<file path="src/rtl/ifu_pc_gen.sv">
// rtl/ifu_pc_gen.sv - fetch PC generator with in-order response tagging and redirect drain
// Optional feature macro: IFU_ALIGN_CHK_EN (misaligned redirect reporting)

`ifndef INST_ADDR_WIDTH
`define INST_ADDR_WIDTH 32
`endif
`ifndef INST_DATA_WIDTH
`define INST_DATA_WIDTH 32
`endif

module ifu_pc_gen #(
    parameter logic [`INST_ADDR_WIDTH-1:0] RESET_PC = 32'h0000_0000,
    parameter int                          MAX_OS   = 2
) (
    input  logic                        clk,
    input  logic                        rst_n,
    input  logic                        jump_flag_i,
    input  logic [`INST_ADDR_WIDTH-1:0] jump_addr_i,
    input  logic                        hold_i,
    output logic                        req_valid_o,
    input  logic                        req_ready_i,
    output logic [`INST_ADDR_WIDTH-1:0] req_addr_o,
    input  logic                        rsp_valid_i,
    input  logic [`INST_DATA_WIDTH-1:0] rsp_data_i,
    output logic                        inst_valid_o,
    output logic [`INST_DATA_WIDTH-1:0] inst_o,
    output logic [`INST_ADDR_WIDTH-1:0] inst_addr_o,
    output logic                        misalign_o,
    output logic [`INST_ADDR_WIDTH-1:0] misalign_addr_o
);

    localparam int AW = `INST_ADDR_WIDTH;
    localparam int CW = $clog2(MAX_OS + 1);
    localparam int PW = (MAX_OS > 1) ? $clog2(MAX_OS) : 1;
    localparam logic [CW-1:0] MAX_OS_C  = CW'(MAX_OS);
    localparam logic [PW-1:0] LAST_SLOT = PW'(MAX_OS - 1);

    typedef enum logic [1:0] {
        BOOT  = 2'd0,
        RUN   = 2'd1,
        DRAIN = 2'd2
    } state_t;

    state_t        state;
    logic [AW-1:0] pc_q;
    logic [CW-1:0] os_cnt;
    logic [CW-1:0] drop_cnt;

    // PC FIFO: one entry per outstanding live fetch, head is the PC of the next response
    logic [AW-1:0] pc_fifo [MAX_OS];
    logic [PW-1:0] wr_ptr;
    logic [PW-1:0] rd_ptr;

    logic          fire;
    logic          rsp_take;
    logic          rsp_deliver;
    logic [CW-1:0] stale;
    logic [CW-1:0] os_cnt_nxt;
    logic [CW-1:0] drop_cnt_nxt;
    logic [AW-1:0] jump_target;

    function automatic logic [PW-1:0] ptr_inc(input logic [PW-1:0] p);
        return (p == LAST_SLOT) ? '0 : p + PW'(1);
    endfunction

    assign jump_target = {jump_addr_i[AW-1:2], 2'b00};

    // A request is only offered in RUN; a same-cycle redirect or stall suppresses it,
    // and a response freeing a slot this cycle does not open room early.
    assign req_valid_o = (state == RUN) & ~jump_flag_i & ~hold_i & (os_cnt < MAX_OS_C);
    assign req_addr_o  = pc_q;
    assign fire        = req_valid_o & req_ready_i;

    // Responses with nothing outstanding are stray and ignored entirely
    assign rsp_take    = rsp_valid_i & (os_cnt != '0);
    assign rsp_deliver = rsp_take & (state == RUN) & ~jump_flag_i;

    assign inst_valid_o = rsp_deliver;
    assign inst_o       = rsp_data_i;
    assign inst_addr_o  = pc_fifo[rd_ptr];

    // Fetches still owed by the bus after this cycle that belong to the old path
    assign stale        = os_cnt - CW'(rsp_take);
    assign os_cnt_nxt   = os_cnt + CW'(fire) - CW'(rsp_take);
    assign drop_cnt_nxt = (rsp_take && (drop_cnt != '0)) ? drop_cnt - CW'(1) : drop_cnt;

    // Control FSM: boot for one cycle, run, drain stale responses after a redirect
    always_ff @(posedge clk or negedge rst_n) begin
        if (!rst_n) begin
            state <= BOOT;
        end else begin
            case (state)
                BOOT:    state <= RUN;
                RUN:     if (jump_flag_i && (stale != '0)) state <= DRAIN;
                DRAIN:   if (drop_cnt_nxt == '0) state <= RUN;
                default: state <= BOOT;
            endcase
        end
    end

    // Drop counter: loaded on a redirect from RUN, counts down each response while draining.
    // A further redirect while draining leaves it alone since the same fetches are still owed.
    always_ff @(posedge clk or negedge rst_n) begin
        if (!rst_n) begin
            drop_cnt <= '0;
        end else if ((state == RUN) && jump_flag_i) begin
            drop_cnt <= stale;
        end else if (state == DRAIN) begin
            drop_cnt <= drop_cnt_nxt;
        end
    end

    // Fetch PC: redirect wins over sequential advance
    always_ff @(posedge clk or negedge rst_n) begin
        if (!rst_n) begin
            pc_q <= RESET_PC;
        end else if (jump_flag_i) begin
            pc_q <= jump_target;
        end else if (fire) begin
            pc_q <= pc_q + AW'(4);
        end
    end

    // Outstanding counter covers both live and stale fetches
    always_ff @(posedge clk or negedge rst_n) begin
        if (!rst_n) begin
            os_cnt <= '0;
        end else begin
            os_cnt <= os_cnt_nxt;
        end
    end

    // FIFO pointers: a redirect flushes every tagged PC; stale responses never pop
    always_ff @(posedge clk or negedge rst_n) begin
        if (!rst_n) begin
            wr_ptr <= '0;
            rd_ptr <= '0;
        end else if (jump_flag_i) begin
            wr_ptr <= '0;
            rd_ptr <= '0;
        end else begin
            if (fire)        wr_ptr <= ptr_inc(wr_ptr);
            if (rsp_deliver) rd_ptr <= ptr_inc(rd_ptr);
        end
    end

    // FIFO storage: capture the PC of every accepted request
    always_ff @(posedge clk) begin
        if (fire) begin
            pc_fifo[wr_ptr] <= pc_q;
        end
    end

`ifdef IFU_ALIGN_CHK_EN
    logic          misalign_q;
    logic [AW-1:0] misalign_addr_q;

    // Misalign report: one-cycle pulse after the redirect, address held until the next one
    always_ff @(posedge clk or negedge rst_n) begin
        if (!rst_n) begin
            misalign_q      <= 1'b0;
            misalign_addr_q <= '0;
        end else begin
            misalign_q <= jump_flag_i & (jump_addr_i[1:0] != 2'b00);
            if (jump_flag_i && (jump_addr_i[1:0] != 2'b00)) begin
                misalign_addr_q <= jump_addr_i;
            end
        end
    end

    assign misalign_o      = misalign_q;
    assign misalign_addr_o = misalign_addr_q;
`else
    logic unused_jump_low;

    assign unused_jump_low = ^jump_addr_i[1:0];
    assign misalign_o      = 1'b0;
    assign misalign_addr_o = '0;
`endif

endmodule

</file>
<file path="config.mk">
export PLATFORM = sky130hd
export DESIGN_NAME = ifu_pc_gen
export DESIGN_NICKNAME = d
export VERILOG_FILES = /design/src/rtl/ifu_pc_gen.sv
export SDC_FILE = /design/constraint.sdc
export NUM_CORES = 1
export LEC_CHECK = 0
export ABC_AREA = 1
export CAP_MARGIN = 15
export CORE_AREA = 2 2 180 129
export DETAILED_ROUTE_END_ITERATION = 12
export DIE_AREA = 0 0 182 131
export GPL_TIMING_DRIVEN = 1
export PLACE_DENSITY = 0.57
export SYNTH_ARGS = -nofsm -noshare
export SYNTH_HDL_FRONTEND = slang
export SYNTH_SLANG_ARGS = --single-unit
</file>
<file path="constraint.sdc">
create_clock -name clk -period 2.5 [get_ports clk]
set_input_delay 0.5 -clock clk [delete_from_list [all_inputs] [get_ports clk]]
set_output_delay 0.5 -clock clk [all_outputs]
set_load 0.02 [all_outputs]
</file>
* After elaboration in Yosys (flattened, before gate mapping)
Memory sizes are Yosys's and may differ from the RTL's. Cells that the tools add are included.
Storage, ports and cells: bits in registers 40, bits in writable memories 64, input port bits 70, output and inout bits 131, memories kept 1
Memories:
- pc_fifo | words 2, bits a word 32, read ports 1, clocked after memory_dff 0, write ports 1, line 50 | logic [AW-1:0] pc_fifo [MAX_OS];
Operators by class: add/subtract/negate cells 7, magnitude comparators 1, equal/unequal tests 4, mux-type cells 16, bitwise operators 9, reduce and logical (&&, ||, !) cells 12
Operator list (count):
- $mux W32 | 2
- $add A32 B3 Y32 const B | 1
- $reduce_bool A2 Y1 | 6
- $mux W2 | 5
- $mux W1 | 8
- $and A1 B1 Y1 | 7
- $pmux W2 S3 | 1
- $logic_not A2 Y1 | 2
- $sub A2 B1 Y2 | 2
- $logic_and A1 B1 Y1 | 3
- $add A1 B1 Y1 const B | 2
- $add A2 B1 Y2 | 1
- $eq A2 B1 Y1 const B | 1
- $eq A2 B2 Y1 const B | 1
- $lt A2 B2 Y1 const B | 1
- $ne A2 B1 Y1 const B | 1
- $ne A2 B2 Y1 const B | 1
- $not A1 Y1 | 2
- $reduce_and A2 Y1 | 1
- $sub A2 B1 Y2 const B | 1

* Longest topological paths before layout
depth after elaboration 7, depth in mapped cells 10, gate-level depth less buffers 10

* Worst setup path after synthesis
OpenSTA, ideal clock, no wires.
kind input to register, start point in jump_flag_i, end point mem pc_fifo[1][10] (netlist bit), enable pin, setup time 417 ps, data arrival time 2662 ps, required time 2083 ps, slack -579 ps, stages on the path 7, buffers on the path 2, cell sequence buf_4 inv_2 nand2_4 nor2_2 nand2_2 buf_6 nor2_1
On the way: cells in the longest elaborated chain, start to end 7
RTL lines:
- start, declared | line 17 | input logic jump_flag_i,
- $not A1 Y1 | line 70 | assign req_valid_o = (state == RUN) & ~jump_flag_i & ~hold_i & (os_cnt < MAX_OS_C);
- $and A1 B1 Y1 (3 in series) | line 70
- named net req_valid_o | line 20 | output logic req_valid_o,
- $and A1 B1 Y1 | line 72 | assign fire = req_valid_o & req_ready_i;
- $mux W1 | line 149 | if (fire) begin
- $mux W1 (not written as such) | line 150 | pc_fifo[wr_ptr] <= pc_q;
- end, declared | line 50
The timed path passes the listed nets, and every way through them passes these cells.

* Worst setup path in the final report
start point in hold_i, end point out req_valid_o
On the way: cells in the longest elaborated chain, start to end 3
RTL lines:
- start, declared | line 19 | input logic hold_i,
- $not A1 Y1 | line 70
- $and A1 B1 Y1 (2 in series) | line 70
- end, declared | line 20
Every way passes these cells.

==> qor.yml <==
yosys:
  synth.area.mux_share: 0
  async_flop_share: 0.388
  synth_edf_count: 60
  yosysSeqAreaShare: 0.506
  synth_area_per_cell_um2: 8.21
  synth.top_cells.by_area: "edfxtp_1 (33%), nand2_1 (18%), dfrtp_1 (17%), buf_4 (9.7%), nand3_1 (6.4%)"
  ys.flop_type: "edfxtp_1"
  ys_warn_count: 0
  synthAdderAreaFrac: 0.00919
  synth_xor_xnor_area_share: 0.0113
  synth_cell_types: 32
  synthCells: 663
  syn_area_um2: 5440
  synth-seq-cells: 98
  synth_top_family_by_area: "simple AND/OR/NAND/NOR gates"
  synth.largest_area_cell: "edfxtp_1"
  synth_compound_area_frac: 0.0186
  synth_simple_gate_area_frac: 0.305
  yosys.area.top_type_share: 0.331
global_routing:
  grt_first_pass_wirelength_um: 22300
  grt_max_degree: 39
  grt_pass1_vias: 4034
  use_met3: 0.0380
  grt_usage: 0.124
  grt.busiest_layer: "met2"
  overflow: 0
  grt_use_met1: 0.172
  met2_usage: 0.189
  antenna_found_initial: 0
sta:
  whs_ns: 0.272
  timing.final.crit_share: 0.970
  drv_slew: 0
  rsz0062_at_grt: "no"
  hold_viol_final: 0
  slew_headroom: 0.365
  min_period_ns: 2.43
  fin_ws_ns: 0.0747
  fin_worst_skew_ns: 0.00464
  setup_viol: 0
  worst_pin_slew_ns: 0.952
  max_freq_mhz: 412
routing:
  drt-vias-per-instance: 4.03
  drt-wirelength-per-cell_um: 13.8
  vias: 4182
  drc: 0
  drt_iter0_drc: 177
  first_pass_iters: 4
  ant_nets: 0
  drt-total-wl_um: 14300
clocking:
  hold_buffers: 0
  htree_levels: 3
  clk_pin_slew_ns: 0.07
  cts_tree: "built"
  cts_buffer_depth: 2
  cts_made_buffers: 9
  clkSinkCount: 98
  clock_latency_ns: 0.36
  root_buffer: "clkbuf_16"
power_and_ir_drop:
  vdd_drop_max_mv: 0.293
  power_frac_comb: 0.329
  p_per_area_nw_per_um2: 770
  leakagePower_nw: 2.94
  clockPowerShare: 0.270
  pwr-share-seq: 0.401
  internal_power_mw: 3.33
  power_switching_mw: 1.90
  total_power_mw: 5.23
  p_sw_frac: 0.364
final_layout:
  register_area_um2: 2750
  fin_nets: 818
  multiInputGateArea_um2: 2020
  antenna_cells: 0
  drive_above_1_share: 0.0748
  fill_cells: 2393
  area_growth_pct: 24.8
run_status:
  status: "finished, final reports clean"
worst_setup_path:
  critPathMaxFanout: 2
  critPathLaunchType: "primary input"
  required_ns: 2.00
  endpoint_kind: "output pin"
  reg2regPathDepth: 8
  critPathArrivalTime_ns: 1.93
  critPathKind: "primary input to output pin"
worst_hold_path:
  hold_path_class: "primary input to asynchronous set/reset pin"
floorplanning:
  rows: 46
  core_um2: 22200
  start_util: 0.245
  die_x_um: 182
  die_y_um: 131
  die_area_um2: 23800
  top_level_ports: 201
placed_design:
  place.gp.congestion: 0.827
  pre_cts_slack_ns: 0.00192
  port-buffer-count: 97
  hpwl_um: 10600
flow_run:
  cap_violations: 0
## worst max-delay path, stage by stage
cell and delay, ns:
clkdlybuf4s50_1 0.39, or2_4 0.27, nor2_2 0.14, clkdlybuf4s50_1 0.62
## state kept, by name (all words and copies together), names as in the netlist
register	count
drop_cnt	2
wr_ptr	1
os_cnt	2
state	2
pc_fifo	60
rd_ptr	1
req_addr_o	30
## cells by family after synthesis
group                    after synthesis
flip-flops                            98
other                                  1
adder cells (fa/ha/maj)                4
buffers and inverters                139
AO/OA/AOI/OAI                         16
AND/OR/NAND/NOR                      398
XOR/XNOR                               7
## final timing paths
check	startpoint	end	slack [ns]
max in group asynchronous	rst_n	req_addr_o[12]	1.62
max reg2reg	req_addr_o[2]	req_addr_o[18]	0.64
min	rst_n	state[1]	0.27
max	hold_i	req_valid_o	0.07
min reg2reg	drop_cnt[1]	drop_cnt[1]	0.56
min in group clk	drop_cnt[1]	drop_cnt[1]	0.56
## through the flow
stage / utilization / setup TNS, ns / instance area [um^2] / instances
4_1_cts: 0.306 / 0 / 6790 / 1037
3_3_place_gp: 0.292 / -0.0113 / 6490 / 1021
5_1_grt: 0.306 / 0 / 6790 / 1037
6_report: 0.306 / 0 / 6790 / 1037
2_1_floorplan: - / 0 / 5590 / 699
3_5_place_dp: 0.292 / 0 / 6490 / 1021
## timing repair
item / in CTS / in global routing
endpoints found under the hold margin: 0 / 0
endpoints found under the setup margin: 1 / 0
resized for setup: 1 / 0
buffers inserted: 0 / 0
## routing by layer
layer,share of wire,wire (um),vias up
met5,0,0,-
met2,0.44,6220,113
li1,-,-,2155
met1,0.49,7010,1912
met3,0.070,1000,2
met4,0.0025,35,0
## area by class of cell
| type | instances | share of cell area |
|---|---|---|
| Tap cell | 288 | 0.0531 |
| Sequential cell | 98 | 0.405 |
| Timing Repair Buffer | 119 | 0.170 |
| Inverter | 54 | 0.0298 |
| Clock inverter | 7 | 0.0112 |
| Multi-Input combinational cell | 462 | 0.297 |
| Clock buffer | 9 | 0.0332 |
## cells in the mapped netlist, types with 5 or more instances
| library cell | count |
|---|---|
| buf_4 | 70 |
| o21bai_1 | 8 |
| nor2_2 | 6 |
| inv_1 | 50 |
| xnor2_1 | 5 |
| edfxtp_1 | 60 |
| nand3_1 | 70 |
| dfrtp_1 | 38 |
| clkbuf_1 | 7 |
| nand2_1 | 268 |
| nor2_1 | 40 |
## power by group through the flow
stage / sequential (mW) / combinational [mW] / clock, mW
after detailed placement: 2.13 / 1.75 / 0
after CTS: 2.10 / 1.75 / 1.46
final: 2.10 / 1.72 / 1.41
after global placement: 2.13 / 1.72 / 0
after floorplan: 2.16 / 1.03 / 0
after global routing: 2.13 / 1.92 / 1.51
## placed cells by master (no fill, tap or decap), drive strengths merged
| cell type | synthesis | layout |
|---|---|---|
| nand2 | 270 | 270 |
| clkdlybuf4s50 | 0 | 95 |
| nand3 | 71 | 71 |
| edfxtp | 60 | 60 |
| inv | 52 | 57 |
| nor2 | 47 | 47 |
| dfrtp | 38 | 38 |
| conb | 1 | 37 |
| buf | 78 | 23 |
| clkbuf | 7 | 9 |
| o21bai | 8 | 8 |
| xnor2 | 5 | 5 |
| o21ai | 4 | 4 |
| nand4 | 4 | 4 |
| ha | 4 | 4 |
| clkinv | 2 | 4 |
| a21oi | 3 | 3 |
| and2 | 2 | 2 |
| xor2 | 2 | 2 |
| or2 | 2 | 2 |
| and3 | 1 | 1 |
| nor3 | 1 | 1 |
| a31oi | 1 | 1 |
| dlygate4sd2 | 0 | 1 |
Power figures use the tool's default switching activity.
